### config.mk
export PLATFORM = sky130hd
export DESIGN_NAME = lgn_frame_streamer
export DESIGN_NICKNAME = d
export VERILOG_FILES = /design/src/rtl/lgn_frame_streamer.sv
export SDC_FILE = /design/constraint.sdc
export NUM_CORES = 1
export LEC_CHECK = 0
export ABC_CLOCK_PERIOD_IN_PS = 4700
export BUFFER_PORTS_ARGS = -buffer_cell sky130_fd_sc_hd__buf_4
export CORE_MARGIN = 5
export CORE_UTILIZATION = 45
export DETAILED_ROUTE_END_ITERATION = 8
export PLACE_DENSITY = 0.72
export SYNTH_ARGS = -nofsm -noshare
export SYNTH_HDL_FRONTEND = slang
export SYNTH_SLANG_ARGS = --single-unit
### constraint.sdc
create_clock -name clk -period 4.7 [get_ports clk]
set_input_delay 0.235 -clock clk [delete_from_list [all_inputs] [get_ports clk]]
set_output_delay 0.235 -clock clk [all_outputs]
set_load 0.01 [all_outputs]
### src/rtl/lgn_frame_streamer.sv
// lgn_frame_streamer: streams frame bytes into the lgn pixel-load port,
// waits out the settle latency, then hands the captured result downstream.
module lgn_frame_streamer #(
   parameter int FRAME_BYTES   = 98,
   parameter int SETTLE_CYCLES = 4,
   parameter int CNT_W         = 8
) (
   input  logic             clk,
   input  logic             rst_n,
   input  logic [7:0]       s_data,
   input  logic             s_valid,
   output logic             s_ready,
   output logic             lgn_we,
   output logic [7:0]       lgn_data,
   input  logic [15:0]      lgn_result,
   output logic [15:0]      r_data,
   output logic             r_valid,
   input  logic             r_ready,
   input  logic             abort,
   output logic             busy,
   output logic [CNT_W-1:0] frames_done
);

   localparam int BW = $clog2(FRAME_BYTES + 1);
   localparam int SW = $clog2(SETTLE_CYCLES + 1);

   typedef enum logic [1:0] {IDLE, STREAM, SETTLE, HOLD} state_t;

   state_t        r_state;
   state_t        w_next;
   logic [BW-1:0] r_byte_cnt;
   logic [SW-1:0] r_settle_cnt;
   logic          w_accept;
   logic          w_last;
   logic          w_cap;

   assign s_ready  = rst_n & ~abort & ((r_state == IDLE) | (r_state == STREAM));
   assign w_accept = s_valid & s_ready;
   assign w_last   = (r_byte_cnt == BW'(FRAME_BYTES - 1));
   assign w_cap    = (r_settle_cnt == SW'(SETTLE_CYCLES));
   assign busy     = (r_state != IDLE);

   always_comb begin
      w_next = r_state;
      unique case (r_state)
         IDLE: begin
            if (w_accept) w_next = w_last ? SETTLE : STREAM;
         end
         STREAM: begin
            if (abort) w_next = IDLE;
            else if (w_accept && w_last) w_next = SETTLE;
         end
         SETTLE: begin
            if (abort) w_next = IDLE;
            else if (w_cap) w_next = HOLD;
         end
         HOLD: begin
            if (r_ready) w_next = IDLE;
         end
         default: w_next = IDLE;
      endcase
   end

   always_ff @(posedge clk) begin
      if (!rst_n) begin
         r_state      <= IDLE;
         r_byte_cnt   <= '0;
         r_settle_cnt <= '0;
         lgn_we       <= 1'b0;
         lgn_data     <= '0;
         r_data       <= '0;
         r_valid      <= 1'b0;
         frames_done  <= '0;
      end else begin
         r_state <= w_next;
         lgn_we  <= w_accept;
         if (w_accept) lgn_data <= s_data;

         if (w_next == STREAM && w_accept) r_byte_cnt <= r_byte_cnt + BW'(1);
         else if (w_next != STREAM) r_byte_cnt <= '0;

         // counter restarts at 0 on SETTLE entry, so capture lands on count==SETTLE_CYCLES
         if (r_state == SETTLE && !w_cap) r_settle_cnt <= r_settle_cnt + SW'(1);
         else r_settle_cnt <= '0;

         if (r_state == SETTLE && !abort && w_cap) begin
            r_data  <= lgn_result;
            r_valid <= 1'b1;
         end

         if (r_state == HOLD && r_ready) begin
            r_valid     <= 1'b0;
            frames_done <= frames_done + CNT_W'(1);
         end
      end
   end

endmodule
==> reports/qor.yml <==
cts-htree-levels: 2
synth-seq-area-share: 0.472
dr.first_iter.drc_count: 43
max_slew_margin: 0.407
hp-class: "input port to register"
setup_viol: 0
final_layout_size_suffix_gt1_frac: 0.276
rsz0062_at_grt: "false"
layout.nets: 312
viasPerCell: 4.90
synthArstFlopShare: 0
start_kind: "register"
worstSetupPathType: "register to register"
layout_common_cells: "buf_4 (64), nand2_1 (57), dfxtp_1 (46)"
ctsHoldBuffers: 0
fin_tns_setup_ps: 0
dp_cells: 323
syn_avg_cell_area_um2: 8.87
syn-num-nets: 254
cp_max_fo: 28
antenna_cells: 0
synth-edff-count: 0
start_util: 0.455
max_stage_delay_ps: 890
worstPathArrival_ps: 2240
drc: 0
fin_cells: 331
tightest_slew_ps: 889
synth_top_area_cell: "dfxtp_1"
overflow: 0
p_per_area_mw_per_mm2: 272
slew_viol_final: 0
slowest_stage: "and4bb_1"
die_area_mm2: 0.00575
dp_slack_ps: 2660
grt_pass1_wl_um: 6270
row_count: 24
finalCritPeriodShare: 0.428
grt_usage: 0.142
yosys_warnings: 0
design.portCount: 65
hpwl_um: 2970
critical_path_required_ps: 4930
layout_commonest_cell: "buf_4"
grt_antenna_before_repair: 0
status: "complete, no violations"
ys.flop_type: "dfxtp_1"
first_pass_iters: 4
fillers: 413
skew_ps: 2.84
fin_ws_ps: 2690
clk_latency_ps: 300
clock_sinks: 46
synthCells: 220
crit_chain: "and4bb_1 > o21ai_0 > nand4b_4 > a211oi_2"
yosys_register_bits: 46
detail-route-antenna-nets: 0
cts_inserted_buffers: 5
synthTopCellsByArea: "dfxtp_1 (47%), nand2_1 (11%), xor2_1 (4.0%)"
fmax_ghz: 0.497
cts_tree: "built"
synth_cell_types: 36
crit_path_end_kind: "register"
first_global_vias: 1487
path_clk_slew_ps: 80
layout_min_cycle_time_ps: 2010
dieWidth_um: 75.9
post_drt_wl_per_cell_um: 12.1
post_cts_resize_count: 0
gp_congestion: 0.768
synth_top_area_frac: 0.472
hold_viol: 0
area_growth_pct: 28.4
hold_ws_ps: 123
core_area_mm2: 0.00429
vias: 1621
post-cts-setup-buffers: 0
die_h_um: 75.9
utilization: 0.584
drt-total-wl_um: 4000
syn_area_mm2: 0.00195
root_buffer: "clkbuf_8"
placement.io_buffers: 64
peakVddDrop_mv: 0.170
grt_max_degree: 29
cap_violations: 0
cts_buffer_depth: 2
leakage_nw: 1.05
synthesized netlist by cell type, drive strengths merged (3+ instances only):
cell / number
nand3: 3
ha: 5
nand2: 58
buf: 8
nor3: 3
nand4: 6
and3: 4
inv: 4
a21oi: 9
dfxtp: 46
nor2: 14
o21ai: 11
a21boi: 13
xor2: 9
clkbuf: 5
and2: 3
xnor2: 3
critical path: cells and delay by family, from the launching register on:
| kind | cells | cell delay, ps |
|---|---|---|
| AO/OA/AOI/OAI | 2 | 370 |
| flip-flops | 1 | 410 |
| AND/OR/NAND/NOR | 2 | 1150 |
registers in the layout, indices dropped and copies added, names as in the netlist:
register and count:
r_valid 1, r_data 16, r_byte_cnt 7, r_state 2, lgn_we 1, lgn_data 8
r_settle_cnt 3, frames_done 8
cells by family after synthesis:
logic type | after synthesis | share of synthesized area
and+or+nand+nor | 101 | 0.263
DFF | 46 | 0.472
AOI/OAI and AO/OA | 37 | 0.121
buffers and inverters | 17 | 0.0474
xor gates and xnor gates | 12 | 0.0539
adders and majority gates | 5 | 0.0321
muxes | 2 | 0.0103
metrics by stage:
step	cell area [um^2]	total power, W
2_1_floorplan	1950	0.000427
3_3_place_gp	2420	0.000454
3_5_place_dp	2420	0.000454
4_1_cts	2510	0.000690
5_1_grt	2510	0.000709
6_report	2510	0.000681
power breakdown:
group,internal (W),switching [W],total [W]
clock,0.000105,0.000132,0.000237
combinational,0.0000268,0.0000198,0.0000466
sequential,0.000394,0.00000359,0.000398
total,0.000526,0.000155,0.000681
layout make-up:
cell class | instances | area (um^2) | area share
Timing Repair Buffer | 64 | 480 | 0.192
Clock buffer | 6 | 72.6 | 0.0290
Multi-Input combinational cell | 157 | 938 | 0.374
Tap cell | 52 | 65.1 | 0.0260
Clock inverter | 2 | 13.8 | 0.00549
Inverter | 4 | 15.0 | 0.00599
Sequential cell | 46 | 921 | 0.367
per-layer routing:
metal  part of all wire  vias to the layer above  GRT usage
met5                  0                        -          0
met4              0.014                        0     0.0563
met3              0.094                        6     0.0528
met2               0.43                       48      0.225
met1               0.46                      721      0.175
li1                   -                      846          -
final timing paths:
check / from / end / slack, ps / depth (start not counted)
hold reg to reg: r_data[15] / r_data[15] / 460 / 2
setup / recovery: r_state[1] / r_byte_cnt[1] / 2690 / 4
hold / removal: s_data[6] / lgn_data[6] / 120 / 3
setup reg to reg: r_state[1] / r_byte_cnt[1] / 2690 / 4
Power figures use the tool's default switching activity.
